**src/rtl/sr_reg_writer.sv**
```systemverilog
// Writes a target value into a bank of external master-slave SR flip-flops,
// driving only the bits that must change and verifying the readback with retries.
module sr_reg_writer #(
  parameter int WIDTH     = 4,
  parameter int MAX_RETRY = 2
) (
  input  logic             clk,
  input  logic             rst_n,
  input  logic             wr_valid,
  input  logic [WIDTH-1:0] wr_data,
  output logic             wr_ready,
  output logic [WIDTH-1:0] s,
  output logic [WIDTH-1:0] r,
  input  logic [WIDTH-1:0] q,
  output logic             done,
  output logic             err
);

  localparam int RW = (MAX_RETRY < 1) ? 1 : $clog2(MAX_RETRY + 1);

  typedef enum logic [1:0] {
    IDLE   = 2'd0,
    DRIVE  = 2'd1,
    SETTLE = 2'd2,
    CHECK  = 2'd3
  } state_t;

  state_t           state_r, state_s;
  logic [WIDTH-1:0] target_r, target_s;
  logic [WIDTH-1:0] snap_r, snap_s;
  logic [RW-1:0]    retry_r, retry_s;
  logic [WIDTH-1:0] set_r, set_s;
  logic [WIDTH-1:0] clr_r, clr_s;
  logic             done_r, done_s;
  logic             err_r, err_s;
  logic             ready_r, ready_s;

  assign s        = set_r;
  assign r        = clr_r;
  assign done     = done_r;
  assign err      = err_r;
  assign wr_ready = ready_r;

  // Next-state and next-output decode; set/clear are derived from one target and
  // one snapshot, so a bit can never be both set and cleared.
  always_comb begin
    state_s  = state_r;
    target_s = target_r;
    snap_s   = snap_r;
    retry_s  = retry_r;
    set_s    = {WIDTH{1'b0}};
    clr_s    = {WIDTH{1'b0}};
    done_s   = 1'b0;
    err_s    = 1'b0;
    case (state_r)
      IDLE: begin
        if (wr_valid && ready_r) begin
          target_s = wr_data;
          snap_s   = q;
          retry_s  = {RW{1'b0}};
          set_s    = wr_data & ~q;
          clr_s    = ~wr_data & q;
          state_s  = DRIVE;
        end else begin
          state_s  = IDLE;
        end
      end
      DRIVE:  state_s = SETTLE;
      SETTLE: state_s = CHECK;
      CHECK: begin
        if (q == target_r) begin
          done_s  = 1'b1;
          state_s = IDLE;
        end else if (retry_r < RW'(MAX_RETRY)) begin
          retry_s = retry_r + RW'(1);
          snap_s  = q;
          set_s   = target_r & ~q;
          clr_s   = ~target_r & q;
          state_s = DRIVE;
        end else begin
          err_s   = 1'b1;
          state_s = IDLE;
        end
      end
      default: state_s = IDLE;
    endcase
    ready_s = (state_s == IDLE);
  end

  // State, capture registers and registered outputs.
  always_ff @(posedge clk or negedge rst_n) begin
    if (!rst_n) begin
      state_r  <= IDLE;
      target_r <= {WIDTH{1'b0}};
      snap_r   <= {WIDTH{1'b0}};
      retry_r  <= {RW{1'b0}};
      set_r    <= {WIDTH{1'b0}};
      clr_r    <= {WIDTH{1'b0}};
      done_r   <= 1'b0;
      err_r    <= 1'b0;
      ready_r  <= 1'b1;
    end else begin
      state_r  <= state_s;
      target_r <= target_s;
      snap_r   <= snap_s;
      retry_r  <= retry_s;
      set_r    <= set_s;
      clr_r    <= clr_s;
      done_r   <= done_s;
      err_r    <= err_s;
      ready_r  <= ready_s;
    end
  end

endmodule

```
**config.mk**
```make
export PLATFORM = sky130hd
export DESIGN_NAME = sr_reg_writer
export DESIGN_NICKNAME = d
export VERILOG_FILES = /design/src/rtl/sr_reg_writer.sv
export SDC_FILE = /design/constraint.sdc
export NUM_CORES = 1
export LEC_CHECK = 0
export CAP_MARGIN = 0
export CORE_MARGIN = 1
export CORE_UTILIZATION = 48
export CTS_CLUSTER_SIZE = 30
export DETAILED_ROUTE_END_ITERATION = 10
export HOLD_SLACK_MARGIN = 0.06
export PLACE_DENSITY = 0.77
export SKIP_CTS_REPAIR_TIMING = 1
export SYNTH_ARGS = -nofsm -noshare
export SYNTH_HDL_FRONTEND = slang
export SYNTH_SLANG_ARGS = --single-unit
```
**constraint.sdc**
```tcl
create_clock -name clk -period 2 [get_ports clk]
set_input_delay 0.3 -clock clk [delete_from_list [all_inputs] [get_ports clk]]
set_output_delay 0.3 -clock clk [all_outputs]
set_load 0.005 [all_outputs]
```
==> impl_metrics.yaml <==
power:
  combPwrFrac_pct: 46.1
  switchingPower_mw: 0.550
  cellLeakagePower_nw: 0.567
  internal_power_mw: 0.911
  clkPwrFrac_pct: 13.4
  swShare_pct: 37.6
  power_frac_seq_pct: 40.5
  ir_drop_mv: 0.946
  p_per_area_nw_per_um2: 1180
critical_path:
  reg2reg_setup_slack_ps: 410
  crit_family: "buffers and inverters"
  crit_path_end_kind: "flop"
  crit_fanout: 5
  critPathRequiredTime_ps: 2250
  max_stage_delay_ps: 490
  crit_buf_inv: 3
  reg2reg_from: "target_r[3]"
  worst_path_max_delay_cell: "clkdlybuf4s50_1"
  worstPathCellList: "clkdlybuf4s50_1, inv_1, ha_1, a41oi_1, buf_4, a311o_1, nor2_2"
  path_class: "primary input to flop"
  startpoint: "q[3]"
  crit_path_start_kind: "primary input"
  cp.arrival_ps: 1980
cells_and_area:
  num_antenna_cells: 0
  fin_nets: 137
  nFillCells: 154
  multi_input_area_um2: 430
  final_util_pct: 68.0
  final-seq-area_um2: 477
  area_delta_synth_final_pct: 27.4
  stdcell_count: 140
  drive_gt1_share_pct: 12.2
clocking:
  cts_tree: "yes"
  numCtsBuffers: 3
  path_clk_slew_ps: 110
  htree_levels: 1
  clkLatencyLatePin_ps: 300
  cts_sinks: 19
  clockBufferDepth: 2
  root_buffer: "clkbuf_4"
placed_design:
  placed_cells: 136
  io_buffers: 21
  dp_hpwl_mm: 1.52
  gp_congestion: 0.862
route:
  drc_errors: 0
  wl_per_cell_um: 14.4
  firstDrtPassIters: 4
  totalWireLength_mm: 2.02
  vias_per_cell: 5.35
  vias: 749
  drtAntennaViolNets: 0
  drt-initial-drc-count: 12
sta:
  drv_slew: 0
  finalSetupViolCount: 0
  maxSlewHeadroom_pct: 68.5
  rsz0062_at_grt: "no"
  whs_ps: 299
  finalCriticalPeriod_ps: 1730
  fmax_ghz: 0.577
  hold_viol: 0
  skew_ps: 3.18
  period_share_pct: 86.7
  worst_pin_slew_ps: 472
grt:
  grtUsageTotal_pct: 21.3
  overflow: 0
  grt_max_degree: 16
  grt_pass1_wl_mm: 3.13
  first_global_vias: 726
  antenna_found_initial: 0
floorplan:
  die_area_um2: 2210
  num_rows: 15
  core_um2: 1820
  die_x_um: 47.0
  initial_core_util_pct: 53.4
  ios: 22
  die_height_um: 47.0
yosys:
  synth_nets: 112
  yosys_register_bits: 19
  ys_types: 27
  synth_warnings: 0
  avgSynthCellArea_um2: 10.7
  syn_area_um2: 972
  ys_seq_area_share_pct: 49.0
  syn_inst: 91
worst_hold_path:
  hold_class: "primary input to async pin"
job:
  max_cap_violations: 0
run_status:
  status: "finished, final reports clean"
==> sequential cells by signal, indices dropped and copies added (netlist names) <==
| register | count |
|---|---|
| r | 4 |
| state_r | 2 |
| target_r | 4 |
| s | 4 |
| retry_r | 2 |
| wr_ready | 1 |
| done | 1 |
| err | 1 |
==> cell usage after synthesis <==
cell      instances  share of area (%)
a21bo_2           1                1.0
a21oi_1           8                4.1
a221oi_1          1               0.90
a311o_1           1                1.0
a31oi_1           1               0.64
a41oi_1           1               0.90
and3_1            1               0.64
and3_4            1                1.2
buf_1             1               0.39
buf_2             1               0.51
buf_6             1                1.2
clkbuf_1          1               0.39
dfrtp_1          18                 46
dfstp_2           1                2.7
ha_1             10                 13
inv_1            11                4.2
mux2_2            4                4.6
nand2_1           1               0.39
nand3_1          12                6.2
nand4_1           2                1.3
nand4b_1          1               0.90
nor2_1            3                1.2
nor2_2            1               0.64
nor2b_1           3                1.9
o211a_1           1                1.0
o41ai_1           1               0.90
or3_1             3                1.9
==> final timing paths <==
path	to	depth (start not counted)
max	wr_ready	7
max in group asynchronous	s[2]	2
min in group clk	target_r[3]	1
min	err	1
min reg2reg	target_r[3]	1
max reg2reg	wr_ready	5
==> cells in the final DEF, fill, tap and decap left out, drive strengths merged <==
cell / instances
o41ai: 1
a221oi: 1
nand2: 1
nand4: 2
dfstp: 1
nor2b: 3
mux2: 4
ha: 10
nor2: 4
buf: 3
clkbuf: 4
a311o: 1
a31oi: 1
nand3: 12
clkdlybuf4s50: 21
dfrtp: 18
a41oi: 1
and3: 2
inv: 11
o211a: 1
a21bo: 1
nand4b: 1
a21oi: 8
or3: 3
==> area by class of cell <==
| cell class | count | area share [%] |
|---|---|---|
| timing repair buffer | 24 | 18.8 |
| multi-input combinational | 57 | 34.7 |
| tap | 25 | 2.53 |
| sequential | 19 | 38.5 |
| clock buffer | 4 | 2.12 |
| inverter | 11 | 3.33 |
==> kinds of logic after synthesis <==
group | Yosys count | share of synthesized area, %
multiplexers | 4 | 4.63
flip-flops | 19 | 49.0
AND/OR/NAND/NOR | 28 | 16.2
adder cells (fa/ha/maj) | 10 | 12.9
buffers and inverters | 15 | 6.69
AO/OA/AOI/OAI | 15 | 10.6
==> through the flow <==
stage          setup TNS (ps)  total power [mW]  instance area (µm²)  setup slack (ps)
5_1_grt                     0              1.57                 1240               199
4_1_cts                     0              1.47                 1240               273
3_3_place_gp                0              1.24                 1210              37.0
2_1_floorplan               0              1.02                  972               575
6_report                    0              1.46                 1240               266
3_5_place_dp             -121              1.27                 1210             -50.0
==> per-layer routing <==
layer  up-vias  routed length [µm]  track usage, %
li1        364                   -               -
met1       354                 854            24.0
met2        26                1040            38.1
met3         5                  77            4.62
met4         0                  44            10.3
met5         -                   0               0
==> power groups by stage <==
stage               Sequential, mW  Clock (mW)  Combinational, mW
floorplan                    0.581           0              0.443
global placement             0.593           0              0.648
detailed placement           0.598           0              0.674
CTS                          0.591       0.200              0.675
global route                 0.605       0.217              0.747
finish                       0.592       0.197              0.673
Note: power is estimated with default switching activity, not from simulation.
